$ cat src/rtl/raizing_video_pkg.sv
`default_nettype none
// ------------------------------------------------------------------------
// raizing_video_pkg : shared pixel types and layer-mixing rule, rev 1.0
// ------------------------------------------------------------------------
package raizing_video_pkg;

  localparam int PRIO_W = 4;
  localparam int COL_W  = 7;
  localparam int IDX_W  = 4;
  localparam int PIX_W  = COL_W + IDX_W;

  typedef struct packed {
    logic [PRIO_W-1:0] prio;
    logic [COL_W-1:0]  col;
    logic [IDX_W-1:0]  idx;
  } layer_pix_t;

  typedef struct packed {
    logic              valid;
    logic [PRIO_W-1:0] prio;
    logic [PIX_W-1:0]  pix;
  } mix_ent_t;

  // Transparent or disabled pixels collapse to an all-zero invalid entry.
  function automatic mix_ent_t mix_qualify(input layer_pix_t p, input logic en);
    mix_ent_t r;
    r = '0;
    if (en && (p.idx != '0)) begin
      r.valid = 1'b1;
      r.prio  = p.prio;
      r.pix   = {p.col, p.idx};
    end
    return r;
  endfunction

  // Left operand is always the lower layer index, so it keeps ties.
  function automatic mix_ent_t mix_pick(input mix_ent_t a, input mix_ent_t b);
    mix_ent_t r;
    r = '0;
    if (a.valid && b.valid) r = (b.prio > a.prio) ? b : a;
    else if (a.valid)       r = a;
    else if (b.valid)       r = b;
    return r;
  endfunction

endpackage
`default_nettype wire

$ cat src/rtl/raizing_mix_node.sv
`default_nettype none
// ------------------------------------------------------------------------
// raizing_mix_node : registered two-input priority compare cell, rev 1.0
// ------------------------------------------------------------------------
module raizing_mix_node
  import raizing_video_pkg::*;
(
  input  logic     clk_i,
  input  logic     rst_i,
  input  logic     cen_i,
  input  mix_ent_t a_i,
  input  mix_ent_t b_i,
  output mix_ent_t ent_o
);

  mix_ent_t ent_d;
  mix_ent_t ent_q;

  assign ent_d = mix_pick(a_i, b_i);

  always_ff @(posedge clk_i) begin
    if (rst_i)      ent_q <= '0;
    else if (cen_i) ent_q <= ent_d;
  end

  assign ent_o = ent_q;

endmodule
`default_nettype wire

$ cat src/rtl/raizing_layer_mixer.sv
`default_nettype none
// ------------------------------------------------------------------------
// raizing_layer_mixer : N-layer + text pipelined priority compositor, rev 1.0
// ------------------------------------------------------------------------
module raizing_layer_mixer #(
  parameter int NUM_LAYERS = 4,
  parameter int PRIO_W     = 4,
  parameter int COL_W      = 7,
  parameter int IDX_W      = 4,
  parameter int OUT_W      = COL_W + IDX_W
) (
  input  logic                               CLK,
  input  logic                               RESET,
  input  logic                               PIXEL_CEN,
  input  logic                               ACTIVE,
  input  logic                               FRAME_START,
  input  logic [NUM_LAYERS*(PRIO_W+OUT_W)-1:0] LAYER_PIXELS,
  input  logic [OUT_W-1:0]                   EXTRATEXT_PIXEL,
  input  logic [NUM_LAYERS:0]                LAYER_EN_IN,
  input  logic [OUT_W-1:0]                   BG_PEN_IN,
  output logic [OUT_W-1:0]                   FINAL_PIXEL,
  output logic                               FINAL_VALID
);
  import raizing_video_pkg::*;

  localparam int LPIX_W = PRIO_W + OUT_W;
  localparam int D      = $clog2(NUM_LAYERS);
  localparam int P      = 1 << D;

  logic [NUM_LAYERS:0] layer_en_q;
  logic [OUT_W-1:0]    bg_pen_q;

  mix_ent_t            s0_d [NUM_LAYERS];
  mix_ent_t            s0_q [NUM_LAYERS];
  mix_ent_t            txt_d;
  mix_ent_t            txt_q [0:D];
  logic [D:0]          act_q;

  // Heap-ordered tree: node n is fed by 2n and 2n+1, leaves sit at P..2P-1.
  mix_ent_t            tree_w [1:2*P-1];

  logic [OUT_W-1:0]    final_pix_d;
  logic [OUT_W-1:0]    final_pix_q;
  logic                final_valid_q;

  // Shadow state follows FRAME_START alone so a new mask never splits a frame.
  always_ff @(posedge CLK) begin
    if (RESET) begin
      layer_en_q <= '1;
      bg_pen_q   <= '0;
    end else if (FRAME_START) begin
      layer_en_q <= LAYER_EN_IN;
      bg_pen_q   <= BG_PEN_IN;
    end
  end

  for (genvar k = 0; k < NUM_LAYERS; k++) begin : g_qual
    assign s0_d[k] = mix_qualify(layer_pix_t'(LAYER_PIXELS[k*LPIX_W +: LPIX_W]),
                                 layer_en_q[k]);
  end

  assign txt_d = mix_qualify(layer_pix_t'({{PRIO_W{1'b0}}, EXTRATEXT_PIXEL}),
                             layer_en_q[NUM_LAYERS]);

  always_ff @(posedge CLK) begin
    if (RESET) begin
      for (int k = 0; k < NUM_LAYERS; k++) s0_q[k] <= '0;
      for (int j = 0; j <= D; j++) txt_q[j] <= '0;
      act_q <= '0;
    end else if (PIXEL_CEN) begin
      for (int k = 0; k < NUM_LAYERS; k++) s0_q[k] <= s0_d[k];
      txt_q[0] <= txt_d;
      act_q[0] <= ACTIVE;
      for (int j = 1; j <= D; j++) begin
        txt_q[j] <= txt_q[j-1];
        act_q[j] <= act_q[j-1];
      end
    end
  end

  for (genvar k = 0; k < P; k++) begin : g_leaf
    if (k < NUM_LAYERS) begin : g_real
      assign tree_w[P+k] = s0_q[k];
    end else begin : g_pad
      assign tree_w[P+k] = '0;
    end
  end

  for (genvar n = 1; n < P; n++) begin : g_node
    raizing_mix_node u_node (
      .clk_i (CLK),
      .rst_i (RESET),
      .cen_i (PIXEL_CEN),
      .a_i   (tree_w[2*n]),
      .b_i   (tree_w[2*n+1]),
      .ent_o (tree_w[n])
    );
  end

  always_comb begin
    final_pix_d = '0;
    if (act_q[D]) begin
      if (txt_q[D].valid)      final_pix_d = txt_q[D].pix;
      else if (tree_w[1].valid) final_pix_d = tree_w[1].pix;
      else                     final_pix_d = bg_pen_q;
    end
  end

  always_ff @(posedge CLK) begin
    if (RESET) begin
      final_pix_q   <= '0;
      final_valid_q <= 1'b0;
    end else if (PIXEL_CEN) begin
      final_pix_q   <= final_pix_d;
      final_valid_q <= act_q[D];
    end
  end

  assign FINAL_PIXEL = final_pix_q;
  assign FINAL_VALID = final_valid_q;

endmodule
`default_nettype wire

$ cat config.mk
export PLATFORM = sky130hd
export DESIGN_NAME = raizing_layer_mixer
export DESIGN_NICKNAME = d
export VERILOG_FILES = /design/src/rtl/raizing_video_pkg.sv /design/src/rtl/raizing_mix_node.sv /design/src/rtl/raizing_layer_mixer.sv
export SDC_FILE = /design/constraint.sdc
export NUM_CORES = 1
export LEC_CHECK = 0
export BUFFER_PORTS_ARGS = -buffer_cell sky130_fd_sc_hd__buf_2
export CAP_MARGIN = 20
export CORE_ASPECT_RATIO = 0.9
export CORE_UTILIZATION = 40
export CTS_BUF_LIST = sky130_fd_sc_hd__clkbuf_8 sky130_fd_sc_hd__clkbuf_16
export DETAILED_ROUTE_END_ITERATION = 10
export PLACE_DENSITY = 0.65
export SLEW_MARGIN = 15
export SYNTH_ARGS = -nofsm -noshare
export SYNTH_HDL_FRONTEND = slang
export SYNTH_SLANG_ARGS = --single-unit
$ cat constraint.sdc
create_clock -name CLK -period 6.3 [get_ports CLK]
set_input_delay 0.945 -clock CLK [delete_from_list [all_inputs] [get_ports CLK]]
set_output_delay 0.945 -clock CLK [all_outputs]
set_load 0.005 [all_outputs]
**Word-level counts from Yosys, hierarchy flattened**

Memories as Yosys holds them, arrays and structs flattened.
Index checks and enable logic that the tools add are counted.

- Mux-type cells: 32
- Order comparisons: 3
- Bitwise operators: 7
- Reduce and logical (&&, ||, !) cells: 13

Operator list:

| cell | count |
|---|---|
| 16-bit 2-to-1 mux | 24 |
| 11-bit 2-to-1 mux | 3 |
| 4-bit nonzero test | 5 |
| 4-bit > comparator | 3 |
| 1-bit logical AND | 8 |
| 1-bit OR | 7 |
| 1-bit 2-to-1 mux | 5 |

- Register bits after elaboration: 75
- Input port bits: 92
- Memories kept: 2
- Bits in writable memories: 112

Memories:

| memory | depth | width | read ports | clocked after memory_dff | wr ports | line | text |
|---|---|---|---|---|---|---|---|
| s0_q | 4 | 16 | 4 | 0 | 4 | raizing_layer_mixer.sv:34 | `mix_ent_t s0_q [NUM_LAYERS];` |
| txt_q | 3 | 16 | 3 | 0 | 3 | raizing_layer_mixer.sv:36 | `mix_ent_t txt_q [0:D];` |

**Longest topological paths before layout**

- Word-level depth: 4
- Depth in mapped cells: 7

**Hierarchy**

A second synthesis with hierarchy kept.

- Cell total of the unflattened synthesis: 848
- Area total of the unflattened synthesis: 8993.6 µm²

By module, submodules not included:

| module | times used | cells each | seq. area each (µm²) | area an instance (µm²) |
|---|---|---|---|---|
| raizing_layer_mixer | 1 | 344 | 3623.5 | 5195.0 |
| raizing_mix_node | 3 | 168 | 320.3 | 1266.2 |

**Worst setup path before layout**

OpenSTA, ideal clock, no wires.

- Path type: in2reg
- From: in PIXEL_CEN
- To: mem s0_q[0][0] (netlist name) (enable)
- Buffers on the path: 3
- Data required time: 5.884 ns
- Slack: 3.084 ns
- Stages: 4
- Arrival: 2.800 ns
- Path through: buf_2 > buf_2 > buf_2 > or2_2

RTL lines:

| item | line | text |
|---|---|---|
| start: declaration | raizing_layer_mixer.sv:14 | `input logic PIXEL_CEN,` |
| end: declaration | raizing_layer_mixer.sv:34 |  |

==> flow_summary.rst <==
.. list-table::
   :header-rows: 1

   * - Metric
     - Value
   * - Dominant register cell in the synthesized netlist
     - sky130_fd_sc_hd__edfxtp_1
   * - Share of the yosys chip area belonging to registers
     - 57.6%
   * - CP Cell Sequence
     - buf_2 > buf_4 > or2_4 > buf_4
   * - Total number of clock tree sinks
     - 175
   * - Total via count in the routed design
     - 5661
   * - Dpl cells
     - 999
   * - Relative max-transition margin
     - 26.7%
   * - Count of yosys warnings during synthesis
     - 0
   * - Pin count of the biggest net entering global routing
     - 67
   * - Syn_nets
     - 794
   * - Maximum single-stage delay on the critical path
     - 800 ps
   * - Proportion of register bits with asynchronous set or reset after synthesis
     - 0%
   * - Most repeated library cell on the critical path
     - sky130_fd_sc_hd__buf_4
   * - Core Rows
     - 48
   * - Number of setup violations in the final report
     - 0
   * - Worst endpoint required time
     - 6400 ps
   * - Overall track demand over capacity in global routing
     - 18.3%
   * - Pins Over Slew Limit
     - 0
   * - Clock tree from TritonCTS
     - done
   * - H-tree level count
     - 4
   * - Post-Synthesis Cell Area
     - 7820 µm²
   * - Post-synthesis area per instance
     - 11.3 µm²
   * - Finished Layout Cells
     - 1032
   * - Vias per std cell
     - 5.49
   * - Ratio of cells with drive above 1 in the final layout
     - 19.1%
   * - Worst setup slack after placement
     - 2450 ps
   * - Worst setup slack after layout
     - 2940 ps
   * - Cell Pwr Density
     - 290 nW/µm²
   * - Hold buffer count at cts
     - 0
   * - Post-synthesis share of cell area spent on and, or, nand and nor gates
     - 17.4%
   * - Highest achievable clock rate
     - 0.298 GHz
   * - Total negative setup slack
     - 0 ps
   * - Number of remaining DRC errors
     - 0
   * - Die Wd
     - 149 µm
   * - Top Family by Delay on Critical Path
     - buffers and inverters
   * - Result of the run
     - completed
   * - Number of gates resized after CTS
     - 0
   * - Share of cell area taken by muxes after synthesis
     - 3.20%
   * - Routed length per placed instance
     - 17.3 µm
   * - Core Box Area
     - 19200 µm²
   * - Largest family of logic cells by synthesized area
     - simple AND/OR/NAND/NOR gates
   * - Reg-to-reg critical path startpoint
     - s0_q[3][15]
   * - Floorplan die height
     - 135 µm
   * - Setup fix buffers added after clock tree synthesis
     - 0
   * - Startpoint of the worst setup timing path
     - RESET
   * - Count of different cell masters after synthesis
     - 46
   * - Number of input and output port buffers inserted
     - 103
   * - Max-cap check violation count
     - 0
   * - DRC marker count from the first detailed-route iteration
     - 596
   * - Leading cell type in the layout, fill and taps excluded
     - sky130_fd_sc_hd__buf_2
   * - Max Root-Sink Buffers
     - 2
   * - Transition at the pin with the smallest max-transition slack
     - 1100 ps
   * - Total Die Area
     - 20100 µm²
   * - Final worst path period share
     - 53.3%
   * - Number of antenna violations at the first check in global routing
     - 0
   * - Initial core utilization
     - 40.8%
   * - Worst Setup Start Kind
     - input port
   * - Number of nets with antenna violations after detailed routing
     - 0
   * - Crit end category
     - register
   * - Min-Delay Path Class
     - reg -> reg
   * - Number of cells produced by synthesis
     - 690
   * - Number of clock buffers inserted by TritonCTS
     - 17
   * - Post-synthesis compound-gate area fraction
     - 15.8%
   * - DPL Wire Length
     - 11800 µm
   * - Final RePlAce weighted congestion
     - 0.791
   * - Total power
     - 2.63 mW
   * - Synthesis-stage register bit count
     - 175
   * - # nets final
     - 873
   * - WP buf/inv
     - 3
   * - Final core utilization
     - 47.4%
   * - Wire length after detailed routing
     - 17900 µm
   * - Setup repair after global routing missed its margin
     - no
   * - Hold violation total from the final report
     - 0
   * - Clock transition at the registers of the reported paths
     - 70 ps
   * - Post-synthesis share of cell area spent on xor and xnor gates
     - 0%
   * - Boundary pin count
     - 104
   * - VDD IR-drop max
     - 0.000176 V
   * - Type of the setup path with the least slack
     - in -> reg
   * - Global-route wire length before repair
     - 27900 µm
   * - Grt total ovfl
     - 0
   * - Area overhead of the layout relative to synthesis
     - 16.0%
   * - Largest fanout of any net on the critical path
     - 66
   * - Fill cells
     - 1720
   * - Clock latency of the later-clocked register in the worst-skew pair
     - 440 ps
   * - Cell leakage power
     - 3.65 nW
   * - Clock tree root driver cell
     - sky130_fd_sc_hd__clkbuf_16
   * - Number of antenna repair diodes
     - 0
   * - Arr. time, crit path
     - 3450 ps
   * - Number of global-route vias before repair
     - 5149
   * - Clock period minus worst slack
     - 3360 ps
   * - Most frequent cells in the layout
     - sky130_fd_sc_hd__buf_2, sky130_fd_sc_hd__edfxtp_1, sky130_fd_sc_hd__nor2_1, sky130_fd_sc_hd__and2_1, sky130_fd_sc_hd__dfxtp_1
   * - Setup skew after layout
     - 11.5 ps
   * - Number of iterations in the first detailed-routing pass
     - 6
   * - Slowest stage cell, crit path
     - sky130_fd_sc_hd__or2_4
   * - Adder-cell share of the synthesized area
     - 1.92%
   * - Beginning of the worst hold path
     - FINAL_VALID
   * - Number of synthesized flops with an enable pin
     - 100
per-layer routing:
metal,global-route usage [%],vias up,routed length [µm]
met4,6.35,0,279
met3,4.12,18,1050
met2,26.3,199,7880
met5,0,-,0
met1,26.7,2683,8670
li1,-,2761,-
logic make-up after synthesis:
logic type / count (synthesis)
compound gates: 144
fa+ha+maj: 12
buf+inv: 79
flops: 175
mux: 25
simple gates: 255
worst reg2reg max path: stages, from the launching register on:
cell and delay, ps:
sky130_fd_sc_hd__edfxtp_1 380, sky130_fd_sc_hd__nand4b_1 620, sky130_fd_sc_hd__nor2_1 1050, sky130_fd_sc_hd__o211ai_1 230, sky130_fd_sc_hd__o311ai_1 140
flip-flops by register name, indices dropped and copies added (netlist names):
signal and cells:
g_node.u_node.ent_o 44, FINAL_VALID 1, txt_q 36, bg_pen_q 11, layer_en_q 5, FINAL_PIXEL 11, s0_q 64, act_q 3
cell type report:
class / instances / area [µm²] / share of cell area [%]
tap: 250 / 313 / 3.45
clock buffer: 17 / 425 / 4.69
inverter: 30 / 113 / 1.24
timing repair buffer: 109 / 561 / 6.18
sequential: 175 / 4500 / 49.6
clock inverter: 15 / 163 / 1.79
multi-input combinational: 436 / 3000 / 33.0
where the power goes:
part           internal, mW  total, mW  switching, mW
Combinational         0.104      0.247          0.142
Sequential             1.28       1.34         0.0532
Clock                 0.588       1.05          0.463
Total                  1.98       2.63          0.659
worst paths after layout:
check | end | slack (ps) | depth (start not counted)
worst max-delay path | s0_q[1][8] | 2940 | 4
worst min-delay path | FINAL_VALID | 490 | 2
worst max register to register | g_node[3].u_node.ent_o[11] | 3780 | 4
worst min register to register | FINAL_VALID | 490 | 2
synth_stat cells, types with 5 or more instances:
master | number | area share (%)
sky130_fd_sc_hd__and3_1 | 20 | 1.6
sky130_fd_sc_hd__nor2b_1 | 9 | 0.72
sky130_fd_sc_hd__nand2_1 | 17 | 0.82
sky130_fd_sc_hd__a221o_1 | 24 | 3.1
sky130_fd_sc_hd__o211ai_1 | 14 | 1.3
sky130_fd_sc_hd__and2_1 | 76 | 6.1
sky130_fd_sc_hd__nor4_1 | 5 | 0.40
sky130_fd_sc_hd__or3_1 | 13 | 1.0
sky130_fd_sc_hd__clkbuf_1 | 33 | 1.6
sky130_fd_sc_hd__o21ai_0 | 13 | 0.83
sky130_fd_sc_hd__mux2i_1 | 25 | 3.2
sky130_fd_sc_hd__o311ai_1 | 13 | 1.5
sky130_fd_sc_hd__a22oi_1 | 11 | 1.1
sky130_fd_sc_hd__dfxtp_1 | 75 | 19
sky130_fd_sc_hd__a221oi_1 | 41 | 4.6
sky130_fd_sc_hd__inv_1 | 29 | 1.4
sky130_fd_sc_hd__edfxtp_1 | 100 | 38
sky130_fd_sc_hd__ha_1 | 12 | 1.9
sky130_fd_sc_hd__buf_2 | 12 | 0.77
sky130_fd_sc_hd__a211o_1 | 9 | 1.0
sky130_fd_sc_hd__a211oi_1 | 6 | 0.58
sky130_fd_sc_hd__nor2_1 | 76 | 3.6
sky130_fd_sc_hd__nor3_1 | 22 | 1.4
through the flow:
stage	hold slack, ps	instance area [µm²]
2_1_floorplan	452	7820
3_3_place_gp	470	8480
3_5_place_dp	480	8480
4_1_cts	497	9070
5_1_grt	519	9070
6_report	492	9070
No activity file was read; power rests on OpenSTA's default activity.
